**src/rtl/dii_packet_arbiter.sv**
```systemverilog
// Packet-atomic round-robin arbiter sharing one DII flit stream among PORTS sources.
// Optional per-port saturating packet counters are built when DII_ARB_PKTCNT_EN is defined.
module dii_packet_arbiter #(
  parameter int unsigned PORTS = 4
) (
  input  logic                clk,
  input  logic                rst,
  input  logic [PORTS-1:0]    port_en_i,
  input  logic [PORTS-1:0]    flit_in_valid_i,
  input  logic [PORTS-1:0]    flit_in_last_i,
  input  logic [PORTS*16-1:0] flit_in_data_i,
  output logic [PORTS-1:0]    flit_in_ready_o,
  output logic                flit_out_valid_o,
  output logic                flit_out_last_o,
  output logic [15:0]         flit_out_data_o,
  input  logic                flit_out_ready_i,
`ifdef DII_ARB_PKTCNT_EN
  output logic [PORTS*16-1:0] pkt_count_o,
`endif
  output logic [PORTS-1:0]    grant_o
);

  localparam int unsigned PtrW = $clog2(PORTS);
  typedef logic [PtrW-1:0] ptr_t;

  typedef enum logic [0:0] {StIdle, StGrant} state_e;

  state_e           state_q, state_d;
  logic [PORTS-1:0] grant_q, grant_d;
  ptr_t             owner_q, owner_d;
  ptr_t             rr_ptr_q, rr_ptr_d;

  logic [PORTS-1:0] req;
  logic             found;
  ptr_t             pick;
  logic             last_fire;
  logic [15:0]      data_arr [PORTS];

  always_comb begin
    for (int i = 0; i < int'(PORTS); i++) begin
      data_arr[i] = flit_in_data_i[i*16 +: 16];
    end
  end

  // Search upward from rr_ptr with an explicit wrap so non-power-of-2 PORTS works.
  always_comb begin : p_arb
    int unsigned idx;
    idx   = 0;
    req   = flit_in_valid_i & port_en_i;
    found = 1'b0;
    pick  = '0;
    for (int unsigned k = 0; k < PORTS; k++) begin
      idx = int'(rr_ptr_q) + k;
      if (idx >= PORTS) begin
        idx = idx - PORTS;
      end
      if (!found && req[ptr_t'(idx)]) begin
        found = 1'b1;
        pick  = ptr_t'(idx);
      end
    end
  end

  always_comb begin
    state_d          = state_q;
    grant_d          = grant_q;
    owner_d          = owner_q;
    rr_ptr_d         = rr_ptr_q;
    flit_out_valid_o = 1'b0;
    flit_out_last_o  = 1'b0;
    flit_out_data_o  = '0;
    flit_in_ready_o  = '0;
    last_fire        = 1'b0;
    unique case (state_q)
      StIdle: begin
        if (found) begin
          state_d       = StGrant;
          owner_d       = pick;
          grant_d       = '0;
          grant_d[pick] = 1'b1;
        end
      end
      StGrant: begin
        flit_out_valid_o = flit_in_valid_i[owner_q];
        flit_out_last_o  = flit_in_last_i[owner_q];
        flit_out_data_o  = data_arr[owner_q];
        flit_in_ready_o  = grant_q & {PORTS{flit_out_ready_i}};
        last_fire        = flit_in_valid_i[owner_q] & flit_in_last_i[owner_q] & flit_out_ready_i;
        if (last_fire) begin
          state_d  = StIdle;
          grant_d  = '0;
          rr_ptr_d = (owner_q == ptr_t'(PORTS - 1)) ? '0 : owner_q + 1'b1;
        end
      end
      default: state_d = StIdle;
    endcase
  end

  always_ff @(posedge clk) begin
    if (rst) begin
      state_q  <= StIdle;
      grant_q  <= '0;
      owner_q  <= '0;
      rr_ptr_q <= '0;
    end else begin
      state_q  <= state_d;
      grant_q  <= grant_d;
      owner_q  <= owner_d;
      rr_ptr_q <= rr_ptr_d;
    end
  end

  assign grant_o = grant_q;

`ifdef DII_ARB_PKTCNT_EN
  logic [PORTS-1:0][15:0] cnt_q, cnt_d;

  always_comb begin
    cnt_d = cnt_q;
    if (last_fire && (cnt_q[owner_q] != 16'hFFFF)) begin
      cnt_d[owner_q] = cnt_q[owner_q] + 16'd1;
    end
  end

  always_ff @(posedge clk) begin
    if (rst) begin
      cnt_q <= '0;
    end else begin
      cnt_q <= cnt_d;
    end
  end

  assign pkt_count_o = cnt_q;
`endif

endmodule
```
**config.mk**
```make
export PLATFORM = sky130hd
export DESIGN_NAME = dii_packet_arbiter
export DESIGN_NICKNAME = d
export VERILOG_FILES = /design/src/rtl/dii_packet_arbiter.sv
export SDC_FILE = /design/constraint.sdc
export NUM_CORES = 1
export LEC_CHECK = 0
export ABC_AREA = 1
export CORE_MARGIN = 3
export CORE_UTILIZATION = 38
export DETAILED_ROUTE_END_ITERATION = 6
export PLACE_DENSITY = 0.87
export REMOVE_ABC_BUFFERS = 1
export SETUP_SLACK_MARGIN = 0.3
export SYNTH_ARGS = -nofsm -noshare
export SYNTH_HDL_FRONTEND = slang
export SYNTH_SLANG_ARGS = --single-unit
```
**constraint.sdc**
```tcl
create_clock -name clk -period 3.1 [get_ports clk]
set_clock_uncertainty 0.2 [all_clocks]
set_input_delay 0.465 -clock clk [delete_from_list [all_inputs] [get_ports clk]]
set_output_delay 0.465 -clock clk [all_outputs]
set_load 0.01 [all_outputs]
```
==> run_results.csv <==
group,metric,value,unit
run_status,run_status,"finished, final reports clean",
layout,nNetsFinal,446,
layout,fraction_of_layout_cells_with_a_size_suffix_above_1,9.59,%
sta,timing.max_slew.rel_slack,52.4,%
synthesis,synth_cell_types,23,
grt,overall_fraction_of_global_route_tracks_in_use,23.6,%
critical_path,cp.required,2430,ps
routing,wl_per_cell,13.1,µm
routing,drc,0,
die,core_area,3520,µm²
clocking,cts_hold_buffers,0,
critical_path,timing.critical_path.fanout_max,18,
die,rows,21,
clocking,cts_buffers,3,
sta,final_cycle_share,84.1,%
routing,viasPerCell,5.01,
critical_path,cp_top_family,"buffers and inverters",
clocking,cts_tree,"done",
job,timing.max_cap.violations,0,
sta,fin_crit,2610,ps
layout,number_of_standard_cells_in_the_final_layout_excluding_fillers,411,
sta,fin_tns_setup,0,ps
synthesis,number_of_storage_elements_in_the_synthesis_netlist,9,
synthesis,synth-warning-count,0,
critical_path,critical_path_buf_inv_count,2,
synthesis,synth_cells,268,
placement,gp_congestion,0.852,
layout,final_util,72.6,%
sta,rsz0062_at_grt,"no",
routing,detail_route.first_pass.iterations,4,
power_and_ir_drop,pwr_density_cell,531,nW/µm²
routing,postRouteAntennaNets,0,
die,chipWidth,67.9,µm
layout,num_antenna_cells,0,
routing,drt-total-wl,5.40,mm
clocking,clk_latency,230,ps
routing,detailedRoute.firstIterationViolations,122,
min_path,hold_path_class,"flop to flop",
die,design.portCount,105,
critical_path,critical_path_class,"flop to primary output",
grt,overflow,0,
sta,final_max_slew_viol_count,0,
critical_path,worst_path_max_delay_cell,"clkdlybuf4s50_1",
clocking,clock_tree.htree_level_count,1,
clocking,clock_tree.root_cell,"clkbuf_8",
sta,fin_ws,494,ps
layout,synth_to_final_area_change,75.4,%
synthesis,post_synth.cell_area_avg,5.44,µm²
placement,place.port_buffers,104,
die,design.die.area,4620,µm²
synthesis,syn-cell-area,1460,µm²
die,die_y,67.9,µm
placement,dp_cells,407,
sta,setup_viol_count_final,0,
critical_path,cp_data_arrival_time,1940,ps
sta,final-hold-violation-count,0,
grt,antenna_found_initial,0,
sta,clock.fmax,384,MHz
placement,dpl.hpwl,4.29,mm
sta,tightestPinTransition,714,ps
synthesis,seq_total_area_yosys,12.4,%
clocking,ctsLongestPathBuffers,2,
grt,maximum_number_of_pins_on_one_net_before_global_route_repair,27,
grt,grt_pass1_vias,1985,
critical_path,worst_setup_path_start_kind,"flop",
critical_path,path_cells,"clkinvlp_4 -> nor2_1 -> o21ai_0 -> a21oi_1 -> clkdlybuf4s50_1",
critical_path,endpoint_type_of_the_worst_setup_path,"primary output",
placement,post-place-ws,413,ps
clocking,tritoncts_num_sinks,9,
critical_path,max_stage_delay,570,ps
power_and_ir_drop,p_leak,0.00106,µW
die,floorplan.initialDensity,41.4,%
routing,detailroute.via_count,2061,
clocking,clk_transition_reported_paths,40,ps
grt,grt_pass1_wl,8.54,mm
power_and_ir_drop,ir_drop,0.280,mV
## through the flow
| step | instance area, µm² | hold WS (ps) | power (µW) |
|---|---|---|---|
| after global routing | 2560 | 316 | 1480 |
| after global placement | 2500 | 274 | 1200 |
| after detailed placement | 2500 | 277 | 1220 |
| final | 2560 | 285 | 1360 |
| after CTS | 2550 | 285 | 1360 |
| after floorplan | 1380 | 293 | 774 |
## worst register-to-register path: stages (launching register included)
cell	delay, ps
dfxtp_1	630
inv_2	270
nand3_2	140
nand3_1	110
nand2_2	170
nand3_4	100
nor2_4	130
nor2_4	70
nor2_4	130
nand2_1	70
a21oi_1	150
## sequential cells by signal, summed over array words and instances (netlist names)
register / count
grant_o: 4
owner_q: 2
rr_ptr_q: 2
state_q: 1
## timing repair
action                     in CTS  in global routing
setup endpoints to repair       0                 14
setup buffers                   0                  0
gates resized for setup         0                  3
## per-layer routing
layer  track usage, %  wire length [µm]  part of all wire (%)
met5                0                 0                     0
met4             5.21                53                  0.98
met3             3.61               361                   6.7
met2             44.5              2860                    53
met1             27.6              2120                    39
## cells in the final DEF (no fill, tap or decap), drive strengths merged
cell             n
ha               1
nand2           53
clkbuf           4
dlymetal6s2s     1
clkinvlp         1
dfxtp            9
clkdlybuf4s50  103
nor2            84
buf              4
a21oi           26
inv             10
nand3           27
nand4            2
o21ai           40
## logic make-up (layout without fill, tap and decap cells)
group | count (synthesis) | count (layout) | share of synthesized area, %
buf+inv | 26 | 123 | 8.41
simple gates | 166 | 166 | 55.7
compound gates | 66 | 66 | 22.7
fa+ha+maj | 1 | 1 | 0.858
flops | 9 | 9 | 12.4
## power by group
part / internal, µW / switching, µW / total (µW)
clock: 89.6 / 46.3 / 136
sequential: 145 / 36.3 / 181
combinational: 471 / 570 / 1040
## cells in the mapped netlist
cell type  number  area, µm²
a21oi_1        26        130
buf_1           2       7.51
buf_2           2       10.0
buf_4           1       7.51
buf_6           1       11.3
buf_8           1       15.0
clkbuf_1        8       30.0
clkinv_1        1       3.75
dfxtp_1         9        180
ha_1            1       12.5
inv_1           7       26.3
inv_2           3       11.3
nand2_1        38        143
nand2_2         5       31.3
nand2_4        10        113
nand3_1        25        125
nand3_2         1       10.0
nand3_4         1       17.5
nand4_1         2       12.5
nor2_1         78        293
nor2_4          6       67.6
o21ai_0        37        185
o21ai_1         3       15.0
## area by class of cell
class | instances | area (µm²)
clock buffer | 4 | 45.0
tap | 46 | 57.6
sequential | 9 | 180
multi-input combinational | 233 | 1150
timing repair buffer | 108 | 1070
inverter | 11 | 45.0
fill | 305 | 965
## final timing paths
path | cells after the start | slack (ps) | endpoint | from
worst max-delay path | 5 | 490 | flit_out_data_o[7] | owner_q[1]$_SDFFE_PP0P_
worst min-delay path | 2 | 290 | grant_o[0]$_SDFFE_PP0P_ | grant_o[0]$_SDFFE_PP0P_
worst max register to register | 10 | 860 | grant_o[2]$_SDFFE_PP0P_ | rr_ptr_q[0]$_SDFFE_PP0P_
worst min register to register | 2 | 290 | grant_o[0]$_SDFFE_PP0P_ | grant_o[0]$_SDFFE_PP0P_
(Power assumes the default switching activity.)
